File: src/rtl/spi_ram_arb_pkg.sv
// Shared types and constants for the two-master SPI RAM arbiter.
package spi_ram_arb_pkg;

  localparam int ARB_AW = 16;
  localparam int ARB_DW = 32;

  typedef enum logic [2:0] {
    IDLE   = 3'd0,
    ISSUE  = 3'd1,
    SETTLE = 3'd2,
    WAIT   = 3'd3,
    DONE   = 3'd4
  } arb_state_e;

  localparam logic M_CPU = 1'b0;
  localparam logic M_AUX = 1'b1;

endpackage

File: src/rtl/rr_arb2.sv
// Two-requester round-robin picker; last_grant moves only when the sequencer commits a grant.
module rr_arb2
  import spi_ram_arb_pkg::*;
(
  input  logic clk,
  input  logic reset,
  input  logic req0,
  input  logic req1,
  input  logic update,
  output logic gnt_valid,
  output logic gnt_id,
  output logic last_grant
);

  always_comb begin
    gnt_valid = req0 | req1;
    if (req0 && req1) gnt_id = ~last_grant;
    else if (req1)    gnt_id = M_AUX;
    else              gnt_id = M_CPU;
  end

  // Reset to AUX so the CPU wins the first tie.
  always_ff @(posedge clk) begin
    if (!reset)      last_grant <= M_AUX;
    else if (update) last_grant <= gnt_id;
  end

endmodule

File: src/rtl/spi_ram_arbiter.sv
// Shares one SPI RAM controller between CPU (master 0) and an auxiliary requester (master 1).
// Optional busy-wait timeout with error flag: define ARB_TIMEOUT_EN.
//
// state  | meaning
// IDLE   | pick a winner, latch its addr/wdata/we
// ISSUE  | one-cycle rd or wr strobe to the slave
// SETTLE | ignore busy while the slave raises it
// WAIT   | hold until the relevant busy drops (or times out)
// DONE   | ack (and err on timeout) to the granted master
module spi_ram_arbiter
  import spi_ram_arb_pkg::*;
#(
  parameter int AW      = ARB_AW,
  parameter int DW      = ARB_DW,
  parameter int TIMEOUT = 1023,
  parameter int TW      = 10
) (
  input  logic          clk,
  input  logic          reset,
  input  logic          m0_req,
  input  logic          m0_we,
  input  logic [AW-1:0] m0_addr,
  input  logic [DW-1:0] m0_wdata,
  output logic [DW-1:0] m0_rdata,
  output logic          m0_ack,
  output logic          m0_err,
  input  logic          m1_req,
  input  logic          m1_we,
  input  logic [AW-1:0] m1_addr,
  input  logic [DW-1:0] m1_wdata,
  output logic [DW-1:0] m1_rdata,
  output logic          m1_ack,
  output logic          m1_err,
  output logic          s_rd,
  output logic          s_wr,
  output logic [AW-1:0] s_addr,
  output logic [DW-1:0] s_wdata,
  input  logic [DW-1:0] s_rdata,
  input  logic          s_rbusy,
  input  logic          s_wbusy,
  output logic          grant,
  output logic          busy
);

  arb_state_e state_q, state_d;
  logic       arb_update, finish, tmo_hit, tmo_reached;
  logic       gnt_valid, gnt_id, last_grant;
  logic       we_q, sel_we, busy_sel;

  rr_arb2 u_rr (
    .clk       (clk),
    .reset     (reset),
    .req0      (m0_req),
    .req1      (m1_req),
    .update    (arb_update),
    .gnt_valid (gnt_valid),
    .gnt_id    (gnt_id),
    .last_grant(last_grant)
  );

  assign sel_we   = gnt_id ? m1_we : m0_we;
  assign busy_sel = we_q ? s_wbusy : s_rbusy;
  assign grant    = last_grant;
  assign busy     = (state_q != IDLE);

`ifdef ARB_TIMEOUT_EN
  logic [TW-1:0] tmo_cnt;

  // Cleared outside WAIT, so it counts from zero on every WAIT entry.
  always_ff @(posedge clk) begin
    if (!reset)                      tmo_cnt <= '0;
    else if (state_q != WAIT)        tmo_cnt <= '0;
    else if (tmo_cnt != {TW{1'b1}})  tmo_cnt <= tmo_cnt + TW'(1);
  end

  assign tmo_reached = (tmo_cnt == TW'(TIMEOUT));
`else
  logic unused_tmo_cfg;
  assign unused_tmo_cfg = (TIMEOUT < (1 << TW));
  assign tmo_reached    = 1'b0;
`endif

  always_ff @(posedge clk) begin
    if (!reset) state_q <= IDLE;
    else        state_q <= state_d;
  end

  always_comb begin
    state_d    = state_q;
    arb_update = 1'b0;
    finish     = 1'b0;
    tmo_hit    = 1'b0;
    case (state_q)
      IDLE: begin
        if (gnt_valid) begin
          state_d    = ISSUE;
          arb_update = 1'b1;
        end
      end
      ISSUE:  state_d = SETTLE;
      SETTLE: state_d = WAIT;
      WAIT: begin
        if (!busy_sel) begin
          state_d = DONE;
          finish  = 1'b1;
        end else if (tmo_reached) begin
          state_d = DONE;
          finish  = 1'b1;
          tmo_hit = 1'b1;
        end
      end
      DONE:    state_d = IDLE;
      default: state_d = IDLE;
    endcase
  end

  // Strobes and acks are registered so they line up with ISSUE and DONE.
  always_ff @(posedge clk) begin
    if (!reset) begin
      s_rd     <= 1'b0;
      s_wr     <= 1'b0;
      s_addr   <= '0;
      s_wdata  <= '0;
      we_q     <= 1'b0;
      m0_ack   <= 1'b0;
      m1_ack   <= 1'b0;
      m0_err   <= 1'b0;
      m1_err   <= 1'b0;
      m0_rdata <= '0;
      m1_rdata <= '0;
    end else begin
      s_rd   <= 1'b0;
      s_wr   <= 1'b0;
      m0_ack <= 1'b0;
      m1_ack <= 1'b0;
      m0_err <= 1'b0;
      m1_err <= 1'b0;
      if (arb_update) begin
        we_q    <= sel_we;
        s_addr  <= gnt_id ? m1_addr  : m0_addr;
        s_wdata <= gnt_id ? m1_wdata : m0_wdata;
        s_rd    <= ~sel_we;
        s_wr    <= sel_we;
      end
      if (finish) begin
        if (last_grant == M_AUX) begin
          m1_ack <= 1'b1;
          m1_err <= tmo_hit;
          if (!we_q && !tmo_hit) m1_rdata <= s_rdata;
        end else begin
          m0_ack <= 1'b1;
          m0_err <= tmo_hit;
          if (!we_q && !tmo_hit) m0_rdata <= s_rdata;
        end
      end
    end
  end

endmodule
File: config.mk
export PLATFORM = sky130hd
export DESIGN_NAME = spi_ram_arbiter
export DESIGN_NICKNAME = d
export VERILOG_FILES = /design/src/rtl/spi_ram_arb_pkg.sv /design/src/rtl/rr_arb2.sv /design/src/rtl/spi_ram_arbiter.sv
export SDC_FILE = /design/constraint.sdc
export NUM_CORES = 1
export LEC_CHECK = 0
export CORE_MARGIN = 2
export CORE_UTILIZATION = 43
export CTS_CLUSTER_SIZE = 12
export DETAILED_ROUTE_END_ITERATION = 7
export PLACE_DENSITY = 0.9
export SETUP_SLACK_MARGIN = 0.2
export SYNTH_ARGS = -nofsm -noshare
export SYNTH_HDL_FRONTEND = slang
export SYNTH_SLANG_ARGS = --single-unit
export TNS_END_PERCENT = 1
File: constraint.sdc
create_clock -name clk -period 3.3 [get_ports clk]
set_clock_uncertainty 0.2 [all_clocks]
set_input_delay 0.495 -clock clk [delete_from_list [all_inputs] [get_ports clk]]
set_output_delay 0.495 -clock clk [all_outputs]
set_load 0.05 [all_outputs]
==> results.py <==
metrics = {
    "pwr": {
        "p_int_mw": 3.241,
        "switchingPower_mw": 1.407,
        "p_leak_nw": 3.758,
        "sw_frac_of_total_pct": 30.27,
        "worst_ir_drop_vdd_v": 0.0003554,
        "sequentialPowerShare_pct": 35.6,
        "p_comb_share_pct": 24.5,
        "power_frac_clock_pct": 39.9,
        "power_density_nw_per_um2": 577.4,
        "p_total_mw": 4.648,
    },
    "yosys": {
        "syn_area_per_cell_um2": 8.902,
        "ys_ff_latch": 121,
        "yosysUniqueCellTypes": 28,
        "ys_seq_area_share_pct": 49.65,
        "syn-cell-area_um2": 4878,
        "ys_warn_count": 0,
        "synthCells": 548,
    },
    "sta": {
        "worst_pin_slew_ps": 600.8,
        "setup_viol": 0,
        "max_slew_margin_pct": 59.95,
        "whs_ps": 255.9,
        "finalSetupTns_ps": 0,
        "hold_violations": 0,
        "rsz0062_at_grt": "false",
        "fmax_ghz": 0.3803,
        "fin_crit_ps": 2630,
        "post-route-period-util_pct": 79.68,
        "final_max_slew_viol_count": 0,
    },
    "floorplan": {
        "die_h_um": 110.5,
        "die_w_um": 110.5,
        "core_area_um2": 10940,
        "row_count": 38,
        "ioPinCount": 256,
        "initial_core_util_pct": 44.61,
        "die_area_um2": 12210,
    },
    "clocking": {
        "cts_resized": 0,
        "clock-sinks": 121,
        "path_clk_slew_ps": 50,
        "cts_tree": "done",
        "clock_latency_ps": 400,
        "cts_root_buf": "clkbuf_16",
        "cts_made_buffers": 17,
        "clk_path_buf_depth": 2,
        "post-cts-setup-buffers": 0,
        "cts_hold_buffers": 0,
        "h-tree-depth": 4,
    },
    "setup_path": {
        "required_ps": 2600,
        "timing.critical_path.arrival_ps": 1930,
        "crit_type": "flop to output port",
        "start_kind": "flop",
        "cp-end-kind": "output port",
        "crit_fanout": 5,
    },
    "global_routing": {
        "grt.total_usage_pct": 24.14,
        "grt_start_max_net_pins": 93,
        "grt_pass1_wl_um": 23840,
        "antenna_found_initial": 0,
        "grt.overflow.total": 0,
        "grt_pass1_vias": 4791,
    },
    "placed_design": {
        "numPortBuffers": 253,
        "dp_hpwl_um": 10950,
        "finalWeightedCongestion": 0.8217,
        "dp_cells": 910,
    },
    "final_layout": {
        "final_cell_count_no_fill": 942,
        "antenna_cells": 0,
        "drive_gt1_share_pct": 5.611,
        "area_delta_synth_final_pct": 64.99,
        "nets": 925,
    },
    "route": {
        "drt.antenna.violating_nets": 0,
        "wl_per_cell_um": 16.12,
        "drc": 5,
        "wl_um": 15190,
        "first_iter_violations": 506,
        "via_per_inst": 5.121,
        "drt_first_pass_iters": 8,
        "vias": 4824,
    },
    "outcome": {
        "violations": "DRC",
        "status": "complete, but fails checks",
    },
    "job": {
        "maxCapViolCount": 0,
    },
    "hold_path": {
        "hp-class": "flop to flop",
    },
}
-- through the flow --
stage | setup WS [ps] | cell area (um^2) | utilization, %
floorplan | 1196 | 4882 | -
global placement | 830.0 | 7452 | 68.15
detailed placement | 806.2 | 7452 | 68.15
CTS | 640.0 | 8049 | 73.60
global route | 553.1 | 8049 | 73.60
finish | 670.5 | 8049 | 73.60
-- critical path: stages, from the launching register on --
cell and delay (ps):
dfxtp_1 410, nor3_2 80, inv_1 160, clkdlybuf4s50_1 880
-- kinds of logic after synthesis --
kind of cell	Yosys count	synth area share (%)
compound gates	55	10.98
buf+inv	141	12.26
flops	121	49.65
mux	66	13.57
other cells	1	0.07687
simple gates	164	13.47
-- metal layers --
metal  wire length [um]  vias to the layer above  global-route usage, %
met5                  0                        -                      0
met4                379                        0                  9.583
met3               1257                       31                  8.397
met2               7633                      256                  42.66
met1               5918                     2251                  26.43
li1                   -                     2286                      -
-- state kept, by name (all words and copies together) (netlist names) --
signal,count
s_wr,1
state_q,3
s_rd,1
s_wdata,32
m0_rdata,32
we_q,1
s_addr,16
m1_rdata,32
m0_ack,1
m1_ack,1
u_rr.last_grant,1
-- synth_stat cells --
library cell	count	area share [%]
nor2b_1	1	0.13
nor3_1	4	0.41
a222oi_1	48	9.8
dlygate4sd1_1	1	0.18
nor3b_1	2	0.31
or2_2	1	0.13
o211ai_1	1	0.15
buf_6	6	1.4
conb_1	1	0.077
a21boi_0	1	0.15
a2bb2oi_1	1	0.18
buf_2	9	0.92
a221oi_1	1	0.18
or4b_1	2	0.41
nand2_1	146	11
nand2b_1	1	0.13
a211oi_2	1	0.26
buf_4	2	0.31
mux2i_1	65	13
and2_1	1	0.13
nor2_1	5	0.38
mux2_2	1	0.23
inv_1	100	7.7
clkbuf_1	23	1.8
nor3_2	1	0.21
a21oi_1	1	0.10
o21ai_0	1	0.10
dfxtp_1	121	50
-- layout make-up --
type,count,area [um^2]
clock buffer,21,450.4
inverter,100,375.4
tap,140,175.2
multi-input combinational,287,1869
sequential,121,2422
clock inverter,11,146.4
timing repair buffer,262,2610
fill,786,2887
-- final timing paths --
kind / start / endpoint / slack (ps) / depth (start not counted)
max: state_q[1] / busy / 670 / 3
min: m0_rdata[27] / m0_rdata[27] / 260 / 2
max reg2reg: u_rr.last_grant / m1_rdata[15] / 1000 / 4
min reg2reg: m0_rdata[27] / m0_rdata[27] / 260 / 2
-- power groups by stage --
| stage | clock [mW] | sequential [mW] | combinational, mW |
|---|---|---|---|
| final | 1.86 | 1.66 | 1.14 |
| after global routing | 1.95 | 1.67 | 1.18 |
| after CTS | 1.88 | 1.66 | 1.14 |
| after detailed placement | 0 | 1.69 | 1.13 |
| after global placement | 0 | 1.68 | 1.11 |
| after floorplan | 0 | 2.08 | 0.263 |
-- placed cells by master, fill, tap and decap left out, types with 3 or more instances in the layout --
cell | Yosys | layout
a222oi_1 | 48 | 48
buf_4 | 2 | 9
bufinv_16 | 0 | 3
clkbuf_1 | 23 | 3
clkbuf_16 | 0 | 17
clkdlybuf4s50_1 | 0 | 252
clkinv_2 | 0 | 3
dfxtp_1 | 121 | 121
inv_1 | 100 | 100
mux2i_1 | 65 | 65
nand2_1 | 146 | 146
nor2_1 | 5 | 5
nor3_1 | 4 | 4
Note: power is estimated with default switching activity, not from simulation.
